**src/rtl/pipe_ctrl_pkg.sv**
```systemverilog
// Package: pipe_ctrl_pkg
// Shared definitions for the 5-stage pipeline controller: default sizing,
// the canonical NOP encoding, the controller mode enum and the bundle of
// enable/flush bits that drives the pipeline registers.
package pipe_ctrl_pkg;

  localparam int DEF_NUM_REGS   = 32;
  localparam int DEF_REG_ADDR_W = 5;
  localparam int DEF_WB_DIST    = 3;
  localparam int DEF_CNT_W      = 32;

  // addi x0, x0, 0 -- what IF/ID loads when flushed
  localparam logic [31:0] NOP_INSTR = 32'h0000_0013;

  typedef enum logic [1:0] {
    RUN,
    RAW,
    BRANCH,
    MEMWAIT
  } pipe_mode_e;

  typedef struct packed {
    logic pc_en;
    logic if_id_en;
    logic if_id_flush;
    logic id_ex_en;
    logic id_ex_flush;
    logic ex_mem_en;
    logic mem_wb_en;
  } pipe_ctrl_t;

  // Enable/flush pattern for each mode. A RAW stall freezes PC and IF/ID,
  // then injects a bubble into ID/EX so older instructions keep draining.
  function automatic pipe_ctrl_t mode_to_ctrl(input pipe_mode_e mode);
    pipe_ctrl_t c;
    c = '0;
    case (mode)
      RUN: begin
        c.pc_en     = 1'b1;
        c.if_id_en  = 1'b1;
        c.id_ex_en  = 1'b1;
        c.ex_mem_en = 1'b1;
        c.mem_wb_en = 1'b1;
      end
      RAW: begin
        c.id_ex_en    = 1'b1;
        c.id_ex_flush = 1'b1;
        c.ex_mem_en   = 1'b1;
        c.mem_wb_en   = 1'b1;
      end
      BRANCH: begin
        c.pc_en       = 1'b1;
        c.if_id_en    = 1'b1;
        c.if_id_flush = 1'b1;
        c.id_ex_en    = 1'b1;
        c.id_ex_flush = 1'b1;
        c.ex_mem_en   = 1'b1;
        c.mem_wb_en   = 1'b1;
      end
      default: c = '0;
    endcase
    return c;
  endfunction

endpackage

```
**src/rtl/regfile_scoreboard.sv**
```systemverilog
// Module: regfile_scoreboard
// Per-register countdown scoreboard. A register is busy from the cycle after
// its writer issues until its value can be read from the regfile.
// Ports:
//   clk_i, rst_ni        clock, async active-low reset (clears all counters)
//   advance_i            pipeline is moving this cycle (counters tick)
//   issue_i, issue_rd_i  an instruction writing issue_rd_i leaves ID
//   rs1_addr_i/rs2_addr_i  source registers to look up
//   rs1_busy_o/rs2_busy_o  pending write to that source (x0 never busy)
module regfile_scoreboard
  import pipe_ctrl_pkg::*;
#(
  parameter int NUM_REGS   = DEF_NUM_REGS,
  parameter int REG_ADDR_W = DEF_REG_ADDR_W,
  parameter int WB_DIST    = DEF_WB_DIST
) (
  input  logic                  clk_i,
  input  logic                  rst_ni,
  input  logic                  advance_i,
  input  logic                  issue_i,
  input  logic [REG_ADDR_W-1:0] issue_rd_i,
  input  logic [REG_ADDR_W-1:0] rs1_addr_i,
  input  logic [REG_ADDR_W-1:0] rs2_addr_i,
  output logic                  rs1_busy_o,
  output logic                  rs2_busy_o
);

  localparam int SB_W = $clog2(WB_DIST + 1);

  // x0 has no counter at all, so it can never look busy
  logic [SB_W-1:0]     cnt_q [1:NUM_REGS-1];
  logic [NUM_REGS-1:0] busy_vec;

  // A fresh issue (including WAW onto a still-busy register) reloads the
  // full distance; everything else counts down. Nothing moves while frozen.
  always_ff @(posedge clk_i or negedge rst_ni) begin
    if (!rst_ni) begin
      for (int r = 1; r < NUM_REGS; r++) begin
        cnt_q[r] <= '0;
      end
    end else if (advance_i) begin
      for (int r = 1; r < NUM_REGS; r++) begin
        if (issue_i && (issue_rd_i == REG_ADDR_W'(r))) begin
          cnt_q[r] <= SB_W'(WB_DIST);
        end else if (cnt_q[r] != '0) begin
          cnt_q[r] <= cnt_q[r] - 1'b1;
        end
      end
    end
  end

  always_comb begin
    busy_vec    = '0;
    for (int r = 1; r < NUM_REGS; r++) begin
      busy_vec[r] = (cnt_q[r] != '0);
    end
  end

  assign rs1_busy_o = busy_vec[rs1_addr_i];
  assign rs2_busy_o = busy_vec[rs2_addr_i];

endmodule

```
**src/rtl/hazard_scoreboard_ctrl.sv**
```systemverilog
// Module: hazard_scoreboard_ctrl
// Pipeline controller for the non-forwarding 5-stage RV32I core. Decides each
// cycle whether the pipe runs, stalls on a RAW hazard, flushes on a taken
// branch or freezes on a data-memory wait, and drives every pipeline
// register's enable/flush accordingly.
// Ports:
//   clk_i, rst_ni                 clock, async active-low reset
//   id_*                          instruction in decode: validity, sources, dest
//   ex_br_taken_i                 taken branch/jump resolved in EX
//   mem_req_i, mem_ack_i          outstanding dmem access and its completion
//   pc_en_o .. mem_wb_en_o        pipeline register enables / flushes
//   stall_cnt_o, flush_cnt_o      RAW-stall cycles and taken-branch flushes
module hazard_scoreboard_ctrl
  import pipe_ctrl_pkg::*;
#(
  parameter int NUM_REGS   = DEF_NUM_REGS,
  parameter int REG_ADDR_W = DEF_REG_ADDR_W,
  parameter int WB_DIST    = DEF_WB_DIST,
  parameter int CNT_W      = DEF_CNT_W
) (
  input  logic                  clk_i,
  input  logic                  rst_ni,
  input  logic                  id_valid_i,
  input  logic [REG_ADDR_W-1:0] id_rs1_addr_i,
  input  logic                  id_rs1_used_i,
  input  logic [REG_ADDR_W-1:0] id_rs2_addr_i,
  input  logic                  id_rs2_used_i,
  input  logic [REG_ADDR_W-1:0] id_rd_addr_i,
  input  logic                  id_rd_wren_i,
  input  logic                  ex_br_taken_i,
  input  logic                  mem_req_i,
  input  logic                  mem_ack_i,
  output logic                  pc_en_o,
  output logic                  if_id_en_o,
  output logic                  if_id_flush_o,
  output logic                  id_ex_en_o,
  output logic                  id_ex_flush_o,
  output logic                  ex_mem_en_o,
  output logic                  mem_wb_en_o,
  output logic [CNT_W-1:0]      stall_cnt_o,
  output logic [CNT_W-1:0]      flush_cnt_o
);

  pipe_mode_e       mode;
  pipe_ctrl_t       ctrl;
  logic             rs1_busy;
  logic             rs2_busy;
  logic             raw_hazard;
  logic             advance;
  logic             issue;
  logic [CNT_W-1:0] stall_cnt_q;
  logic [CNT_W-1:0] flush_cnt_q;

  // The sources are looked up against the counters as they stand before this
  // cycle's issue, so an instruction whose rd equals its rs only waits on an
  // older writer, never on itself.
  regfile_scoreboard #(
    .NUM_REGS  (NUM_REGS),
    .REG_ADDR_W(REG_ADDR_W),
    .WB_DIST   (WB_DIST)
  ) u_scoreboard (
    .clk_i     (clk_i),
    .rst_ni    (rst_ni),
    .advance_i (advance),
    .issue_i   (issue),
    .issue_rd_i(id_rd_addr_i),
    .rs1_addr_i(id_rs1_addr_i),
    .rs2_addr_i(id_rs2_addr_i),
    .rs1_busy_o(rs1_busy),
    .rs2_busy_o(rs2_busy)
  );

  assign raw_hazard = id_valid_i &
                      ((id_rs1_used_i & rs1_busy) | (id_rs2_used_i & rs2_busy));

  // Priority: memory wait freezes everything (a branch in EX is simply held
  // and seen again next cycle), then branch redirect, then RAW stall.
  always_comb begin
    mode = RUN;
    if (mem_req_i && !mem_ack_i) begin
      mode = MEMWAIT;
    end else if (ex_br_taken_i) begin
      mode = BRANCH;
    end else if (raw_hazard) begin
      mode = RAW;
    end
  end

  assign advance = (mode != MEMWAIT);
  assign issue   = (mode == RUN) & id_valid_i & id_rd_wren_i & (id_rd_addr_i != '0);

  // Outputs are gated by reset directly so they drop the moment rst_ni falls,
  // not on the next clock.
  assign ctrl          = mode_to_ctrl(mode);
  assign pc_en_o       = rst_ni & ctrl.pc_en;
  assign if_id_en_o    = rst_ni & ctrl.if_id_en;
  assign if_id_flush_o = rst_ni & ctrl.if_id_flush;
  assign id_ex_en_o    = rst_ni & ctrl.id_ex_en;
  assign id_ex_flush_o = rst_ni & ctrl.id_ex_flush;
  assign ex_mem_en_o   = rst_ni & ctrl.ex_mem_en;
  assign mem_wb_en_o   = rst_ni & ctrl.mem_wb_en;

  // Performance counters: one tick per RAW stall cycle and per branch flush,
  // wrapping naturally at CNT_W bits.
  always_ff @(posedge clk_i or negedge rst_ni) begin
    if (!rst_ni) begin
      stall_cnt_q <= '0;
      flush_cnt_q <= '0;
    end else begin
      if (mode == RAW) begin
        stall_cnt_q <= stall_cnt_q + CNT_W'(1);
      end
      if (mode == BRANCH) begin
        flush_cnt_q <= flush_cnt_q + CNT_W'(1);
      end
    end
  end

  assign stall_cnt_o = stall_cnt_q;
  assign flush_cnt_o = flush_cnt_q;

endmodule

```
**config.mk**
```make
export PLATFORM = sky130hd
export DESIGN_NAME = hazard_scoreboard_ctrl
export DESIGN_NICKNAME = d
export VERILOG_FILES = /design/src/rtl/pipe_ctrl_pkg.sv /design/src/rtl/regfile_scoreboard.sv /design/src/rtl/hazard_scoreboard_ctrl.sv
export SDC_FILE = /design/constraint.sdc
export NUM_CORES = 1
export LEC_CHECK = 0
export ABC_AREA = 1
export CAP_MARGIN = 5
export CORE_AREA = 2 2 124 126
export DETAILED_ROUTE_END_ITERATION = 8
export DIE_AREA = 0 0 126 128
export PLACE_DENSITY = 0.73
export SYNTH_ARGS = -nofsm -noshare
export SYNTH_HDL_FRONTEND = slang
export SYNTH_SLANG_ARGS = --single-unit
```
**constraint.sdc**
```tcl
create_clock -name clk_i -period 5 [get_ports clk_i]
set_clock_uncertainty 0.15 [all_clocks]
set_input_delay 1 -clock clk_i [delete_from_list [all_inputs] [get_ports clk_i]]
set_output_delay 1 -clock clk_i [all_outputs]
set_load 0.01 [all_outputs]
```
==> impl_metrics.env <==
export IMPL_outcome="completed"
export IMPL_diodes=0
export IMPL_cts_setup_buffers=0
export IMPL_clockBufferDepth=2
export IMPL_hold_path_class="reg -> reg"
export IMPL_layout_commonest_cell="nand2_1"
export IMPL_clk_latency_ns=0.42
export IMPL_max_slew_worst_pin_slew_ns=0.621
export IMPL_num_rows=45
export IMPL_dr_first_iter_drc_count=425
export IMPL_critPathRequiredTime_ns=3.85
export IMPL_htree_levels=4
export IMPL_cts_made_buffers=17
export IMPL_rsz0062_at_grt="false"
export IMPL_areaGrowthSynthToFinish_pct=24.6
export IMPL_synth_area_um2=7280
export IMPL_drv_slew=0
export IMPL_grt_pass1_wl_mm=28.1
export IMPL_endpoint_kind="output port"
export IMPL_cp_arrival_ns=3.65
export IMPL_fmax_mhz=208
export IMPL_power_per_cell_area_nw_per_um2=464
export IMPL_register_area_um2=3150
export IMPL_synth_distinct_cells=31
export IMPL_finalSetupViolations=0
export IMPL_drc=0
export IMPL_finalHoldViolations=0
export IMPL_ant_nets=0
export IMPL_ctsHoldBuffers=0
export IMPL_overflow=0
export IMPL_synth_top_cell_by_area="dfrtp_1"
export IMPL_mostFrequentLayoutCells="225 x nand2_1, 160 x inv_1, 126 x dfrtp_1"
export IMPL_finalSetupTns_ns=0
export IMPL_grt_max_degree=50
export IMPL_cts_tree="yes"
export IMPL_netlist_instances=930
export IMPL_grt_pass1_vias=6104
export IMPL_dp_cells=1209
export IMPL_maxCapViolCount=0
export IMPL_initial_core_util_pct=48.9
export IMPL_holdWs_ns=0.326
export IMPL_die_y_um=128
export IMPL_drive_above_1_share_pct=6.84
export IMPL_die_w_um=126
export IMPL_cts_resized_gates=0
export IMPL_ys_top_cells_by_area="dfrtp_1 43%, nand2_1 12%, inv_1 8.3%, ha_1 6.5%, nand3_1 4.7%"
export IMPL_dr_pass1_iters=5
export IMPL_ir_drop_v=0.000269
export IMPL_fin_crit_sh_pct=96.0
export IMPL_synthesis_nets=992
export IMPL_vias=6265
export IMPL_routedWlPerCell_um=13.4
export IMPL_dieArea_um2=16100
export IMPL_viasPerCell=5.05
export IMPL_antenna_found_initial=0
export IMPL_seq_area_frac_synth_pct=43.3
export IMPL_syn_area_per_cell_um2=7.82
export IMPL_synth_warnings=0
export IMPL_gp_congestion=0.885
export IMPL_cts_sinks=126
export IMPL_filler_cell_count=1315
export IMPL_root_buffer="clkbuf_16"
export IMPL_core_um2=14900
export IMPL_cp_start_kind="primary input"
export IMPL_port_buffer_count=94
export IMPL_wl_mm=16.6
export IMPL_slew_headroom_pct=58.6
export IMPL_ios=95
export IMPL_static_leakage_power_uw=0.00472
export IMPL_path_clk_slew_ns=0.06
export IMPL_min_period_ns=4.80
export IMPL_grt_use_total_pct=21.5
export IMPL_fin_cells=1241
export IMPL_multi_input_area_um2=3430
export IMPL_hpwl_mm=12.1
export IMPL_nets=1102
export IMPL_critPathMaxFanout=14
export IMPL_critPathKind="in -> out"
export IMPL_ys_ff_latch=126
export IMPL_synth_top_area_share_pct=43.3
-- worst paths after layout --
| kind | startpoint | end | slack, ns | cells past startpoint |
|---|---|---|---|---|
| setup / recovery | id_rs2_addr_i[0] | id_ex_flush_o | 0.20 | 17 |
| hold / removal | flush_cnt_o[31]$_DFFE_PN0N_ | flush_cnt_o[31]$_DFFE_PN0N_ | 0.33 | 1 |
| setup reg to reg | u_scoreboard.cnt_q[18]$_DFFE_PN0P_ | u_scoreboard.cnt_q[61]$_DFFE_PN0P_ | 1.45 | 23 |
| hold reg to reg | flush_cnt_o[31]$_DFFE_PN0N_ | flush_cnt_o[31]$_DFFE_PN0N_ | 0.33 | 1 |
| max in group asynchronous | rst_ni | u_scoreboard.cnt_q[61]$_DFFE_PN0P_ | 3.30 | 2 |
| min in group asynchronous | rst_ni | u_scoreboard.cnt_q[33]$_DFFE_PN0P_ | 0.38 | 1 |
-- routing by layer --
metal | GRT usage (%) | part of all wire, % | vias to the layer above
met4 | 8.66 | 2.4 | 0
met1 | 28.4 | 47 | 2927
met3 | 4.92 | 4.9 | 30
met5 | 0 | 0 | -
li1 | - | - | 3156
met2 | 34.3 | 45 | 152
-- stage by stage --
stage	worst slack (ns)	power [uW]	instance area (um2)	util [%]
detailed placement	0.264	2960	8460	56.9
CTS	0.243	4240	9070	61.0
finish	0.200	4200	9070	61.0
global route	0.0243	4570	9070	61.0
floorplan	1.16	2510	7280	-
global placement	0.297	2880	8460	56.9
-- cell families (layout without fill, tap and decap cells) --
logic type / Yosys count / in the layout / synth area share, %
buf+inv: 178 / 301 / 9.51
simple gates: 427 / 427 / 25.8
xor+xnor: 60 / 60 / 7.33
fa+ha+maj: 38 / 38 / 6.53
flops: 126 / 126 / 43.3
compound gates: 101 / 101 / 7.53
-- critical path, stage by stage --
cell and delay (ns):
clkdlybuf4s50_1 0.42, inv_1 0.11, buf_4 0.21, nand2_1 0.07, nand3_1 0.07, nand3_1 0.09, nand3_1 0.09, nand2_1 0.05
nand2_1 0.05, nand3_1 0.08, nand2_1 0.14, nand2_1 0.07, nand2_1 0.16, inv_1 0.09, ha_1 0.29, nor2_1 0.10
clkdlybuf4s50_1 0.54
-- synthesized netlist by cell type --
master    instances
a21oi_1          31
a31oi_1          31
a41oi_1           1
buf_2             6
buf_4             4
clkbuf_1          5
clkbuf_2          1
dfrtp_1         126
ha_1             38
inv_1           160
inv_2             2
nand2_1         225
nand2_2           5
nand2_4           2
nand3_1          69
nand3_2           1
nand3b_1          1
nand3b_4          1
nand4_1          10
nand4_2           1
nor2_1           87
nor2_2            6
nor2_4            5
nor2_8            1
nor3_1           11
nor3_4            1
nor4_1            1
o21ai_0          38
xnor2_1          23
xnor2_2           1
xor2_1           36
-- power by group --
group	leakage (uW)	total [uW]	internal, uW	switching [uW]
sequential	0.00156	1510	1330	177
clock	0.000287	1260	753	509
combinational	0.00287	1430	595	838
total	0.00472	4200	2680	1520
-- flip-flops by register name, indices dropped and copies added, names as in the netlist --
name and cells:
u_scoreboard.cnt_q 62, flush_cnt_o 32, stall_cnt_o 32
-- layout make-up --
type	count	area share [%]
clock buffers	17	4.69
clock inverters	15	1.96
inverters	162	6.71
multi-input cells	626	37.8
flip-flops and latches	126	34.8
well taps	188	2.59
repair buffers	107	11.4
Note: power is estimated with default switching activity, not from simulation.
